**src/rtl/stopwatch_ctrl.sv**
```systemverilog
// stopwatch_ctrl: button debounce, RUN/HALT/ADJ sequencing and timing strobes for the min/sec counter
module stopwatch_debounce #(
  parameter int DB_CYCLES = 1000000
) (
  input  logic clk,
  input  logic rst,
  input  logic raw,
  output logic press
);
  localparam int DW = $clog2(DB_CYCLES);
  logic [1:0] sync;
  logic level, level_q;
  logic [DW-1:0] cnt;
  // synchronize, then accept a new level only after it has been stable for DB_CYCLES
  always_ff @(posedge clk or posedge rst)
    if (rst) begin
      sync <= '0;
      level <= 1'b0;
      level_q <= 1'b0;
      cnt <= '0;
    end else begin
      sync <= {sync[0], raw};
      level_q <= level;
      if (sync[1] != level) begin
        if (cnt == DW'(DB_CYCLES - 1)) begin
          level <= sync[1];
          cnt <= '0;
        end else
          cnt <= cnt + 1'b1;
      end else
        cnt <= '0;
    end
  assign press = level & ~level_q;
endmodule

module stopwatch_ctrl #(
  parameter int TICK_DIV  = 100000000,
  parameter int ADJ_DIV   = 50000000,
  parameter int BLINK_DIV = 25000000,
  parameter int SCAN_DIV  = 100000,
  parameter int DB_CYCLES = 1000000
) (
  input  logic       clk,
  input  logic       rst,
  input  logic       btn_pause,
  input  logic       btn_clr,
  input  logic       sw_adj,
  input  logic       sw_sel,
  output logic       inc_sec,
  output logic       inc_min,
  output logic       clr,
  output logic       paused,
  output logic [1:0] mode,
  output logic       blank_min,
  output logic       blank_sec,
  output logic [1:0] scan_idx
);
  localparam int TW = $clog2(TICK_DIV);
  localparam int AW = $clog2(ADJ_DIV);
  localparam int BW = $clog2(BLINK_DIV);
  localparam int SW = $clog2(SCAN_DIV);
  typedef enum logic [1:0] {RUN = 2'd0, HALT = 2'd1, ADJ = 2'd2} state_t;
  state_t state, state_n;
  logic pause_press, clr_press, paused_n;
  logic [1:0] adj_sync, sel_sync;
  logic adj_s, sel_s;
  logic [TW-1:0] run_cnt;
  logic [AW-1:0] adj_cnt;
  logic [BW-1:0] blink_cnt;
  logic [SW-1:0] scan_cnt;
  logic blink_phase;
  logic run_tick, adj_tick, adj_stay, adj_exit, blink_end, scan_end;

  stopwatch_debounce #(.DB_CYCLES(DB_CYCLES)) u_pause (.clk(clk), .rst(rst), .raw(btn_pause), .press(pause_press));
  stopwatch_debounce #(.DB_CYCLES(DB_CYCLES)) u_clr (.clk(clk), .rst(rst), .raw(btn_clr), .press(clr_press));

  // switches only need synchronizing, no debounce
  always_ff @(posedge clk or posedge rst)
    if (rst) begin
      adj_sync <= '0;
      sel_sync <= '0;
    end else begin
      adj_sync <= {adj_sync[0], sw_adj};
      sel_sync <= {sel_sync[0], sw_sel};
    end
  assign adj_s = adj_sync[1];
  assign sel_s = sel_sync[1];

  // mode selection follows the new pause value so HALT starts on the same edge paused flips
  always_comb begin
    paused_n = paused ^ pause_press;
    state_n = adj_s ? ADJ : paused_n ? HALT : RUN;
    adj_stay = (state == ADJ) && (state_n == ADJ);
    adj_exit = (state == ADJ) && (state_n != ADJ);
    run_tick = (state == RUN) && (run_cnt == TW'(TICK_DIV - 1));
    adj_tick = (state == ADJ) && (adj_cnt == AW'(ADJ_DIV - 1));
    blink_end = blink_cnt == BW'(BLINK_DIV - 1);
    scan_end = scan_cnt == SW'(SCAN_DIV - 1);
  end

  // mode state and pause flag
  always_ff @(posedge clk or posedge rst)
    if (rst) begin
      state <= RUN;
      paused <= 1'b0;
    end else begin
      state <= state_n;
      paused <= paused_n;
    end

  // run divider holds in HALT so a resume keeps the partial second
  always_ff @(posedge clk or posedge rst)
    if (rst)
      run_cnt <= '0;
    else if (clr_press || adj_exit)
      run_cnt <= '0;
    else if (state == RUN)
      run_cnt <= run_tick ? '0 : run_cnt + 1'b1;

  // adjust divider and blink phase live only while in ADJ
  always_ff @(posedge clk or posedge rst)
    if (rst) begin
      adj_cnt <= '0;
      blink_cnt <= '0;
      blink_phase <= 1'b0;
    end else begin
      adj_cnt <= (adj_stay && !adj_tick) ? adj_cnt + 1'b1 : '0;
      blink_cnt <= (adj_stay && !blink_end) ? blink_cnt + 1'b1 : '0;
      blink_phase <= adj_stay & (blink_phase ^ blink_end);
    end

  // free-running digit scan
  always_ff @(posedge clk or posedge rst)
    if (rst) begin
      scan_cnt <= '0;
      scan_idx <= '0;
    end else begin
      scan_cnt <= scan_end ? '0 : scan_cnt + 1'b1;
      scan_idx <= scan_idx + {1'b0, scan_end};
    end

  assign clr = clr_press;
  assign inc_sec = ~clr_press & (run_tick | (adj_tick & ~sel_s));
  assign inc_min = ~clr_press & adj_tick & sel_s;
  assign mode = state;
  assign blank_min = (state == ADJ) & sel_s & blink_phase;
  assign blank_sec = (state == ADJ) & ~sel_s & blink_phase;
endmodule

```
**config.mk**
```make
export PLATFORM = sky130hd
export DESIGN_NAME = stopwatch_ctrl
export DESIGN_NICKNAME = d
export VERILOG_FILES = /design/src/rtl/stopwatch_ctrl.sv
export SDC_FILE = /design/constraint.sdc
export NUM_CORES = 1
export LEC_CHECK = 0
export CORE_ASPECT_RATIO = 1.1
export CORE_MARGIN = 1.5
export CORE_UTILIZATION = 62
export DETAILED_ROUTE_END_ITERATION = 10
export GPL_TIMING_DRIVEN = 0
export PLACE_DENSITY = 0.8
export REMOVE_ABC_BUFFERS = 1
export SLEW_MARGIN = 20
export SYNTH_ARGS = -nofsm -noshare
export SYNTH_HDL_FRONTEND = slang
export SYNTH_SLANG_ARGS = --single-unit
```
**constraint.sdc**
```tcl
create_clock -name clk -period 7 [get_ports clk]
set_clock_uncertainty 0.15 [all_clocks]
set_input_delay 1.05 -clock clk [delete_from_list [all_inputs] [get_ports clk]]
set_output_delay 1.05 -clock clk [all_outputs]
set_load 0.01 [all_outputs]
```
### Word-level counts from Yosys, hierarchy flattened

Index checks and enable logic that the tools add are counted.

* register bits after elaboration: 153
* input bits: 6
* output and inout bits: 10
* logic and storage cells: 79

* add/sub/neg operators: 7
* equality and inequality tests: 11
* multiplexer cells: 12
* bitwise logic cells: 18
* reduce and logical (&&, ||, !) cells: 13

Operators with widths (count)
* 27-bit two-way mux: 3
* 20-bit two-way mux: 4
* 20-bit by 1-bit adder with 20-bit output, second input constant: 2
* 20-bit == test, second input constant: 2
* 27-bit by 1-bit adder with 27-bit output, second input constant: 1
* 27-bit == test, second input constant: 1
* 26-bit by 1-bit adder with 26-bit output, second input constant: 1
* 26-bit == test, second input constant: 1
* 26-bit two-way mux: 1
* 25-bit by 1-bit adder with 25-bit output, second input constant: 1
* 25-bit == test, second input constant: 1
* 25-bit two-way mux: 1
* 17-bit by 1-bit adder with 17-bit output, second input constant: 1
* 17-bit == test, second input constant: 1
* 17-bit two-way mux: 1
* 1-bit bitwise AND: 11
* 1-bit logical AND: 6
* 2-bit == test, second input constant: 2
* 1-bit NOT: 4
* 2-bit AND reduction: 2
* 2-bit by 1-bit adder with 2-bit output: 1
* 1-bit zero test: 2
* 2-bit zero test: 1
* 2-bit two-way mux: 1
* other kinds (7): 9

### Depth between registers and ports, before layout

Gate-level depths: netlist (run 1).

* word-level depth: 9
* gate-level depth with buffers: 8

### Hierarchy

A second synthesis (run 1) with hierarchy kept.

* cells, all modules: 738
* area, all modules: 7372.1 sq um

Modules (own cells, without submodules)
* stopwatch_ctrl: instances 1, cells each 512, area each 5084.9 sq um
* stopwatch_debounce: instances 2, cells each 113, area each 1143.6 sq um

### Worst setup path after synthesis (run 1)

Ideal clock, no wire load.

* kind: reg-to-output
* start: register run_cnt[0]
* end: output inc_sec
* arrival: 1.491 ns
* required time: 5.800 ns
* path slack: 4.309 ns
* cell stages (with the launch flop): 7
* path buffers: 0
* path through: dfrtp_1 -> ha_1 -> nand4_1 -> nor4_1 -> nand2_1 -> o21a_1 -> nor2_1

* longest elaborated chain between the ends: 4

Ends and longest elaborated chain
* start, declared: RTL line 67 `logic [TW-1:0] run_cnt;`
* start signal, assigned: RTL line 118 `run_cnt <= run_tick ? '0 : run_cnt + 1'b1;`
* 27-bit == test: RTL line 95 `run_tick = (state == RUN) && (run_cnt == TW'(TICK_DIV - 1));`
* 1-bit logical AND: RTL line 95
* 1-bit bitwise OR: RTL line 143 `assign inc_sec = ~clr_press & (run_tick | (adj_tick & ~sel_s));`
* 1-bit bitwise AND: RTL line 143
* end, declared: RTL line 49 `output logic inc_sec,`

Every way passes these cells.

### Final worst setup path (run 1)

Ends and elaborated chain as after synthesis.

==> results.md, run 1 <==
- Net count of the finished layout: 757
- Final weighted congestion in routability-driven placement: 0.834
- Non-Filler Cell Area, Final: 0.00819 mm^2
- Total of endpoints with negative setup slack in the final report: 0
- Number of placed I/O pins: 16
- Clock insertion delay at the later pin of the skew report: 420 ps
- Static Leak: 0.00356 uW
- GRT met1 Usage: 30.4%
- Area enclosed by the die boundary: 0.0124 mm^2
- Critical Path AT: 2650 ps
- Worst setup endpoint: inc_sec
- DP HPWL: 8830 um
- Total clock sinks: 153
- Total DRC errors in the routed layout: 0
- Transition at the pin with the smallest max-transition slack: 962 ps
- Largest net degree at the start of global routing: 86
- Nature of the critical path startpoint: flop
- Clock-pin transition on the worst setup and hold timing paths: 60 ps
- Data required, critical path: 5800 ps
- Maximum vdd drop: 0.000148 V
- Cell with the most instances after synthesis: sky130_fd_sc_hd__dfrtp_1
- Vias: 5236
- Area share of the leading cell type in the synthesized netlist: 52.7%
- Port bufs: 15
- Area growth from synthesis to layout: 12.8%
- Antenna violations before repair: 0
- Status: complete, no violations
- Met2 track utilization from global routing: 41.6%
- Endpoint of the most critical register-to-register path: blink_cnt[10]
- CTS Hold Buffers Added: 0
- Number of gates on the worst path with buffers counted: 7
- Number of maximum-capacitance violations: 0
- Number of inserted filler cells in the final layout: 815
- Die height: 117 um
- Drt first-iter violations: 315
- Global route hottest layer: met2
- Number of register bits inferred by synthesis: 153
- Detail-routed via count per cell: 5.77
- Kind of critical path: reg2out
- Placement-stage cell area: 0.00754 mm^2
- CTS resizes: 0
- GR Util met3: 5.80%
- Cell-internal power: 1540 uW
- P_sw: 396 uW
- Clock tree from TritonCTS: yes
- Crit path capture type: primary output
- Share of total power in the clock network: 50.2%
- Number of buffers on the longest clock path: 2
- Portion of the post-synthesis area used by sequential elements: 52.7%
- Global-route wire length before repair: 24100 um
- Switching portion of total power: 20.5%
- Number of nets with antenna violations after detailed routing: 0
- Crit path max-delay family: simple AND/OR/NAND/NOR gates
- Via count of the first global-routing pass: 5333
- Count of inserted antenna diode cells: 0
- Async set-reset flop share out of synthesis: 100%
- Detailed-routing iteration count for the pre-antenna-repair pass: 5
- Total buffers and inverters traversed by the critical path: 1
- Worst-path maximum fanout: 4
- Period Utilization, post-route: 55.0%
- Cell taking the most area after synthesis: sky130_fd_sc_hd__dfrtp_1
- Headroom to the max-slew limit: 35.7%
- Clock root buffer: sky130_fd_sc_hd__clkbuf_16
- Worst-path cell chain: ha_1 -> nand4_1 -> nor4_1 -> nand2_1 -> o21a_1 -> nor2_1 -> clkdlybuf4s50_1
- EDFF count, synth: 0
- Unrepaired setup endpoints after global routing: false
- Most used flip-flop cell after synthesis: sky130_fd_sc_hd__dfrtp_1
- Routed wire length: 13700 um
- Final max-slew violation count: 0
- Tmin final: 3850 ps
- GR Util All Layers: 24.5%
- Classification of the worst-slack hold path: reg2reg
- Setup slack of the most critical reg-to-reg path: 4400 ps
- Fmax: 0.260 GHz
- Cell with the largest stage delay on the worst path: sky130_fd_sc_hd__clkdlybuf4s50_1
- Synth area leaders: sky130_fd_sc_hd__dfrtp_1, sky130_fd_sc_hd__xor2_1, sky130_fd_sc_hd__nor2_1
- Netlist area before placement: 0.00726 mm^2
- Die X: 106 um
- Power per unit of standard cell area: 236 mW/mm^2
- Setup Fix Bufs, Post-CTS: 0
- Warning count from the yosys run: 0
- Final worst-path setup slack: 3150 ps
- Number of cell instances on the worst register-to-register path: 6
- Average wire per standard cell: 15.1 um
- Setup WS pre-CTS: 3640 ps
- Synth cell count leaders: sky130_fd_sc_hd__dfrtp_1, sky130_fd_sc_hd__nor2_1, sky130_fd_sc_hd__xor2_1
- TritonCTS buffer count: 17
- Distinct cell type count of the synthesized netlist: 46
- Fraction of final layout cells with drive strength greater than 1: 6.21%
- Number of failing hold endpoints at the final stage: 0
- Power share of the combinational group: 2.9%
- Reg2reg start: blink_cnt[0]
- Number of cell rows: 41
- Final global-route overflow total: 0
- Syn_area_per_cell: 10.0 um^2
- Delay of the slowest critical-path stage: 540 ps
- Flop pwr share: 46.9%
- Effective utilization at floorplan: 63.5%
- H-tree depth: 4
- Overall power consumption: 1930 uW
- First element of the critical path: run_cnt[0]
- Area of the core region: 0.0114 mm^2
- Gate count of the mapped netlist: 724
cell usage in the layout, fill, tap and decap left out, drive strengths merged, types with 2 or more instances in the layout:
| cell | n |
|---|---|
| nor3b | 4 |
| clkinv | 2 |
| inv | 12 |
| dfrtp | 153 |
| a21oi | 4 |
| nand4 | 34 |
| mux2 | 2 |
| nand2 | 56 |
| nor4 | 17 |
| xnor2 | 50 |
| nand3 | 49 |
| o21ai | 5 |
| bufinv | 3 |
| and4 | 13 |
| nor3 | 18 |
| a21o | 6 |
| or2 | 5 |
| and3 | 24 |
| clkbuf | 26 |
| a31oi | 3 |
| ha | 7 |
| nor2b | 3 |
| nor4b | 4 |
| nor2 | 142 |
| and2 | 8 |
| or3 | 3 |
| nand2b | 5 |
| xor2 | 73 |
| clkdlybuf4s50 | 15 |
worst reg2reg max path: stages, from the launching register on:
cell and delay, ps:
sky130_fd_sc_hd__dfrtp_1 390, sky130_fd_sc_hd__ha_1 230, sky130_fd_sc_hd__and3_1 210, sky130_fd_sc_hd__nand3_1 130, sky130_fd_sc_hd__nor4_1 500, sky130_fd_sc_hd__or2_1 700
sky130_fd_sc_hd__nor2_1 140
per-stage QoR:
step / utilization [%] / TNS [ps] / instances / hold WS, ps
detailed placement: 66.0 / 0 / 875 / 198
floorplan: - / 0 / 709 / 181
global route: 71.6 / 0 / 907 / 214
global placement: 65.6 / -24210 / 874 / 190
finish: 71.6 / 0 / 907 / 211
CTS: 71.5 / 0 / 907 / 211
layout make-up:
type                    count  area (um^2)  area share [%]
clock buffers              26          529            6.46
multi-input cells         544         3300            40.3
well taps                 150          188            2.29
repair buffers             16          178            2.17
flip-flops and latches    153         3830            46.8
inverters                  12         52.6           0.642
clock inverters             6          108            1.31
layer usage:
metal / share of wire [%] / vias up
met2: 50 / 105
met5: 0 / -
met4: 1.9 / 0
li1: - / 2508
met1: 44 / 2596
met3: 3.4 / 27
logic make-up (layout without fill, tap and decap cells):
| family | count (synthesis) | count (layout) | share of synthesized area [%] |
|---|---|---|---|
| simple gates | 389 | 389 | 26.9 |
| flops | 153 | 153 | 52.7 |
| xor+xnor | 123 | 123 | 14.8 |
| buf+inv | 27 | 60 | 1.84 |
| compound gates | 23 | 23 | 2.21 |
| fa+ha+maj | 7 | 7 | 1.21 |
| mux | 2 | 2 | 0.310 |
worst min path at each step:
stage	from	end	slack (ps)	cells after the start
after floorplan	adj_sync[0]	adj_sync[1]	180	0
after global placement	adj_sync[0]	adj_sync[1]	190	0
after detailed placement	u_pause.sync[0]	u_pause.sync[1]	200	0
after CTS	u_pause.sync[0]	u_pause.sync[1]	210	0
after global routing	u_pause.sync[0]	u_pause.sync[1]	210	0
final	u_pause.sync[0]	u_pause.sync[1]	210	0
registers in the layout, summed over array words and instances (netlist names):
signal,cells
u_clr.cnt,20
u_pause.level_q,1
u_clr.level_q,1
blink_phase,1
sel_sync,2
run_cnt,27
adj_cnt,26
scan_idx,2
paused,1
mode,2
u_pause.sync,2
adj_sync,2
u_pause.level,1
scan_cnt,17
u_pause.cnt,20
blink_cnt,25
u_clr.level,1
u_clr.sync,2
power by group through the flow:
| stage | clock (uW) | combinational [uW] | sequential, uW |
|---|---|---|---|
| final | 971 | 55.6 | 908 |
| after global routing | 1030 | 64.6 | 908 |
| after CTS | 986 | 57.3 | 907 |
| after detailed placement | 0 | 56.5 | 922 |
| after global placement | 0 | 52.1 | 922 |
| after floorplan | 0 | 38.5 | 920 |
Power figures use the tool's default switching activity.
==> run 2: changes to the inputs <==
--- a/config.mk
+++ b/config.mk
@@ -7,10 +7,10 @@
 export LEC_CHECK = 0
 export CORE_ASPECT_RATIO = 1.1
 export CORE_MARGIN = 1.5
-export CORE_UTILIZATION = 62
+export CORE_UTILIZATION = 56
 export DETAILED_ROUTE_END_ITERATION = 10
 export GPL_TIMING_DRIVEN = 0
-export PLACE_DENSITY = 0.8
+export PLACE_DENSITY = 0.76
 export REMOVE_ABC_BUFFERS = 1
 export SLEW_MARGIN = 20
 export SYNTH_ARGS = -nofsm -noshare
==> constraint.sdc (replaced) <==
create_clock -name clk -period 3.36 [get_ports clk]
set_clock_uncertainty 0.15 [all_clocks]
set_input_delay 0.504 -clock clk [delete_from_list [all_inputs] [get_ports clk]]
set_output_delay 0.504 -clock clk [all_outputs]
set_load 0.01 [all_outputs]
==> run 2 against run 1 <==
Effect of this change:
- core utilization fell by 7.0 points
- global-route usage fell by 3.4 points
- sequential power rose by 110%
- sequential share of layout area rose by 0.11 points
- clock power rose by 98%
- first-iteration DRC count rose by 7.3%
==> results.md, run 2 (synthesized netlist as in run 1, its figures left out) <==
- Status: complete, no violations
- Cell with the largest stage delay on the worst path: sky130_fd_sc_hd__clkdlybuf4s50_1
- GRT met1 Usage: 26.6% (-3.7 points)
- GR Util met3: 3.95% (-1.9 points)
- First element of the critical path: adj_cnt[0]
- Fmax: 0.314 GHz
- Period Utilization, post-route: 94.6%
- P_sw: 843 uW (+110%)
- Total buffers and inverters traversed by the critical path: 1 (unchanged)
- Number of maximum-capacitance violations: 0 (unchanged)
- Most frequent cell on the critical path: sky130_fd_sc_hd__nand4_1
- Leading cell types in the layout, fill and taps excluded: sky130_fd_sc_hd__dfrtp_1, sky130_fd_sc_hd__nor2_1, sky130_fd_sc_hd__xor2_1, sky130_fd_sc_hd__nand2_1, sky130_fd_sc_hd__xnor2_1
- Die X: 112 um (+5.1%)
- Total clock sinks: 153 (unchanged)
- Antenna violations before repair: 0 (unchanged)
- Placement-stage cell area: 0.00755 mm^2 (+0.12%)
- Area of the core region: 0.0126 mm^2 (+11%)
- Total DRC errors in the routed layout: 0 (unchanged)
- Via count of the first global-routing pass: 5201 (-2.5%)
- Number of cell instances on the worst register-to-register path: 6 (unchanged)
- Static Leak: 0.00353 uW (-1.1%)
- Count of inserted antenna diode cells: 0 (unchanged)
- Setup Fix Bufs, Post-CTS: 0 (unchanged)
- Clock-pin transition on the worst setup and hold timing paths: 60 ps (about the same)
- Leading registers by flop count: run_cnt x27, adj_cnt x26, blink_cnt x25
- Switching portion of total power: 21.5% (+1.0 points)
- Largest net degree at the start of global routing: 106 (+23%)
- Headroom to the max-slew limit: 31.7% (-4.0 points)
- Effective utilization at floorplan: 57.4% (-6.0 points)
- Final global-route overflow total: 0 (unchanged)
- Final weighted congestion in routability-driven placement: 0.831 (-0.34%)
- Routed wire length: 13500 um (-1.2%)
- Clock tree from TritonCTS: yes
- Unrepaired setup endpoints after global routing: false
- Port bufs: 15 (unchanged)
- Setup slack of the most critical reg-to-reg path: 780 ps (-3620 ps)
- Nature of the critical path startpoint: flop
- Final worst-path setup slack: 180 ps (-2970 ps)
- Share of total power in the clock network: 48.9% (-1.3 points)
- Die height: 122 um (+5.1%)
- Most common cell after layout, fill and taps aside: sky130_fd_sc_hd__dfrtp_1
- Number of nets with antenna violations after detailed routing: 0 (unchanged)
- Power share of the combinational group: 3.0% (about the same)
- Vias: 5238 (+0.038%)
- Flip-flop count of the largest register, all copies and words added: 27 (unchanged)
- Clock insertion delay at the later pin of the skew report: 420 ps (about the same)
- Crit path capture type: primary output
- Fraction of final layout cells with drive strength greater than 1: 6.47% (+0.26 points)
- Number of failing hold endpoints at the final stage: 0 (unchanged)
- Crit path max-delay family: simple AND/OR/NAND/NOR gates
- Tmin final: 3180 ps
- Area growth from synthesis to layout: 12.5%
- Maximum vdd drop: 0.000336 V (+130%)
- TritonCTS buffer count: 17 (unchanged)
- Worst-path cell chain: ha_1 -> nand4_1 -> nor3_2 -> nand4_1 -> o21a_1 -> nor2_1 -> clkdlybuf4s50_1
- CTS Hold Buffers Added: 0 (unchanged)
- Number of gates on the worst path with buffers counted: 7 (unchanged)
- Origin of the worst min-delay path: sel_sync[0]
- Classification of the worst-slack hold path: reg2reg
- Delay of the slowest critical-path stage: 540 ps (about the same)
- Final worst hold slack: 201 ps (-9.33 ps)
- Kind of critical path: reg2out
- Net count of the finished layout: 757 (unchanged)
- Final max-slew violation count: 0 (unchanged)
- Power per unit of standard cell area: 480 mW/mm^2 (+100%)
- GR Util All Layers: 21.1% (-3.4 points)
- Detail-routed via count per cell: 5.73 (-0.73%)
- Clock root buffer: sky130_fd_sc_hd__clkbuf_16
- Number of buffers on the longest clock path: 2 (unchanged)
- Setup TNS after final layout: 0 ps (unchanged)
- Endpoint of the most critical register-to-register path: blink_cnt[8]
- Transition at the pin with the smallest max-transition slack: 1020 ps (+60.4 ps)
- Number of cell rows: 43 (+4.9%)
- DP HPWL: 8920 um (+1.1%)
- Critical Path AT: 2530 ps (-120 ps)
- Data required, critical path: 2710 ps (-3090 ps)
- Area enclosed by the die boundary: 0.0137 mm^2 (+10%)
- Number of placed I/O pins: 16 (unchanged)
- H-tree depth: 4 (unchanged)
- Met2 track utilization from global routing: 36.1% (-5.5 points)
- Drt first-iter violations: 338 (+7.3%)
- Reg2reg start: blink_cnt[0]
- Worst setup endpoint: inc_sec
- Non-Filler Cell Area, Final: 0.00817 mm^2 (-0.24%)
- Flop pwr share: 48.1% (+1.2 points)
- Average wire per standard cell: 14.8 um (-1.9%)
- Register with the most flip-flops: run_cnt
- Global route hottest layer: met2
- Global-route wire length before repair: 23500 um (-2.5%)
- Total of endpoints with negative setup slack in the final report: 0 (unchanged)
- Detailed-routing iteration count for the pre-antenna-repair pass: 5 (unchanged)
- Cell-internal power: 3080 uW (+100%)
- Worst-path maximum fanout: 4 (unchanged)
- Setup WS pre-CTS: 527 ps (-3110 ps)
[run 2: cell type report]
| cell class | count | area, um^2 |
|---|---|---|
| multi-input cells | 544 | 3310 |
| repair buffers | 16 | 178 |
| well taps | 157 | 196 |
| flip-flops and latches | 153 | 3830 |
| clock buffers | 20 | 447 |
| clock inverters | 12 | 150 |
| inverters | 12 | 52.6 |
| fillers | 984 | 4480 |
[run 2: power groups by stage]
stage	clock [uW]	sequential, uW	combinational (uW)
after detailed placement	0	1920	120
final	1920	1890	117
after global placement	0	1920	109
after floorplan	0	1920	80.2
after CTS	1950	1890	121
after global routing	2020	1890	135
[run 2: worst min path at each step]
stage	depth (start not counted)	slack [ps]	endpoint
final	0	200	sel_sync[1]
after global routing	0	210	sel_sync[1]
after CTS	0	200	sel_sync[1]
after detailed placement	0	190	sel_sync[1]
after global placement	0	180	sel_sync[1]
after floorplan	0	180	adj_sync[1]
[run 2: layer usage]
layer	vias up	wire (um)	share of wire [%]
li1	2499	-	-
met1	2635	6000	44
met2	83	6860	51
met3	21	445	3.3
met4	0	241	1.8
met5	-	0	0
[run 2: metrics by stage]
step	total power [uW]	instances	util, %
finish	3920	914	64.6
global route	4040	914	64.6
CTS	3960	914	64.5
detailed placement	2040	882	59.7
global placement	2030	881	59.5
floorplan	2000	709	-
[run 2: timing repair]
action	in CTS	in global routing
gates resized for setup	0	2
endpoints found under the hold margin	0	0
setup endpoints to repair	0	1
[run 2: worst reg2reg max path: cells and delay by family, from the launching register on]
family	cells	cell delay (ps)
adder cells (fa/ha/maj)	1	230
AND/OR/NAND/NOR	5	1650
flip-flops	1	400
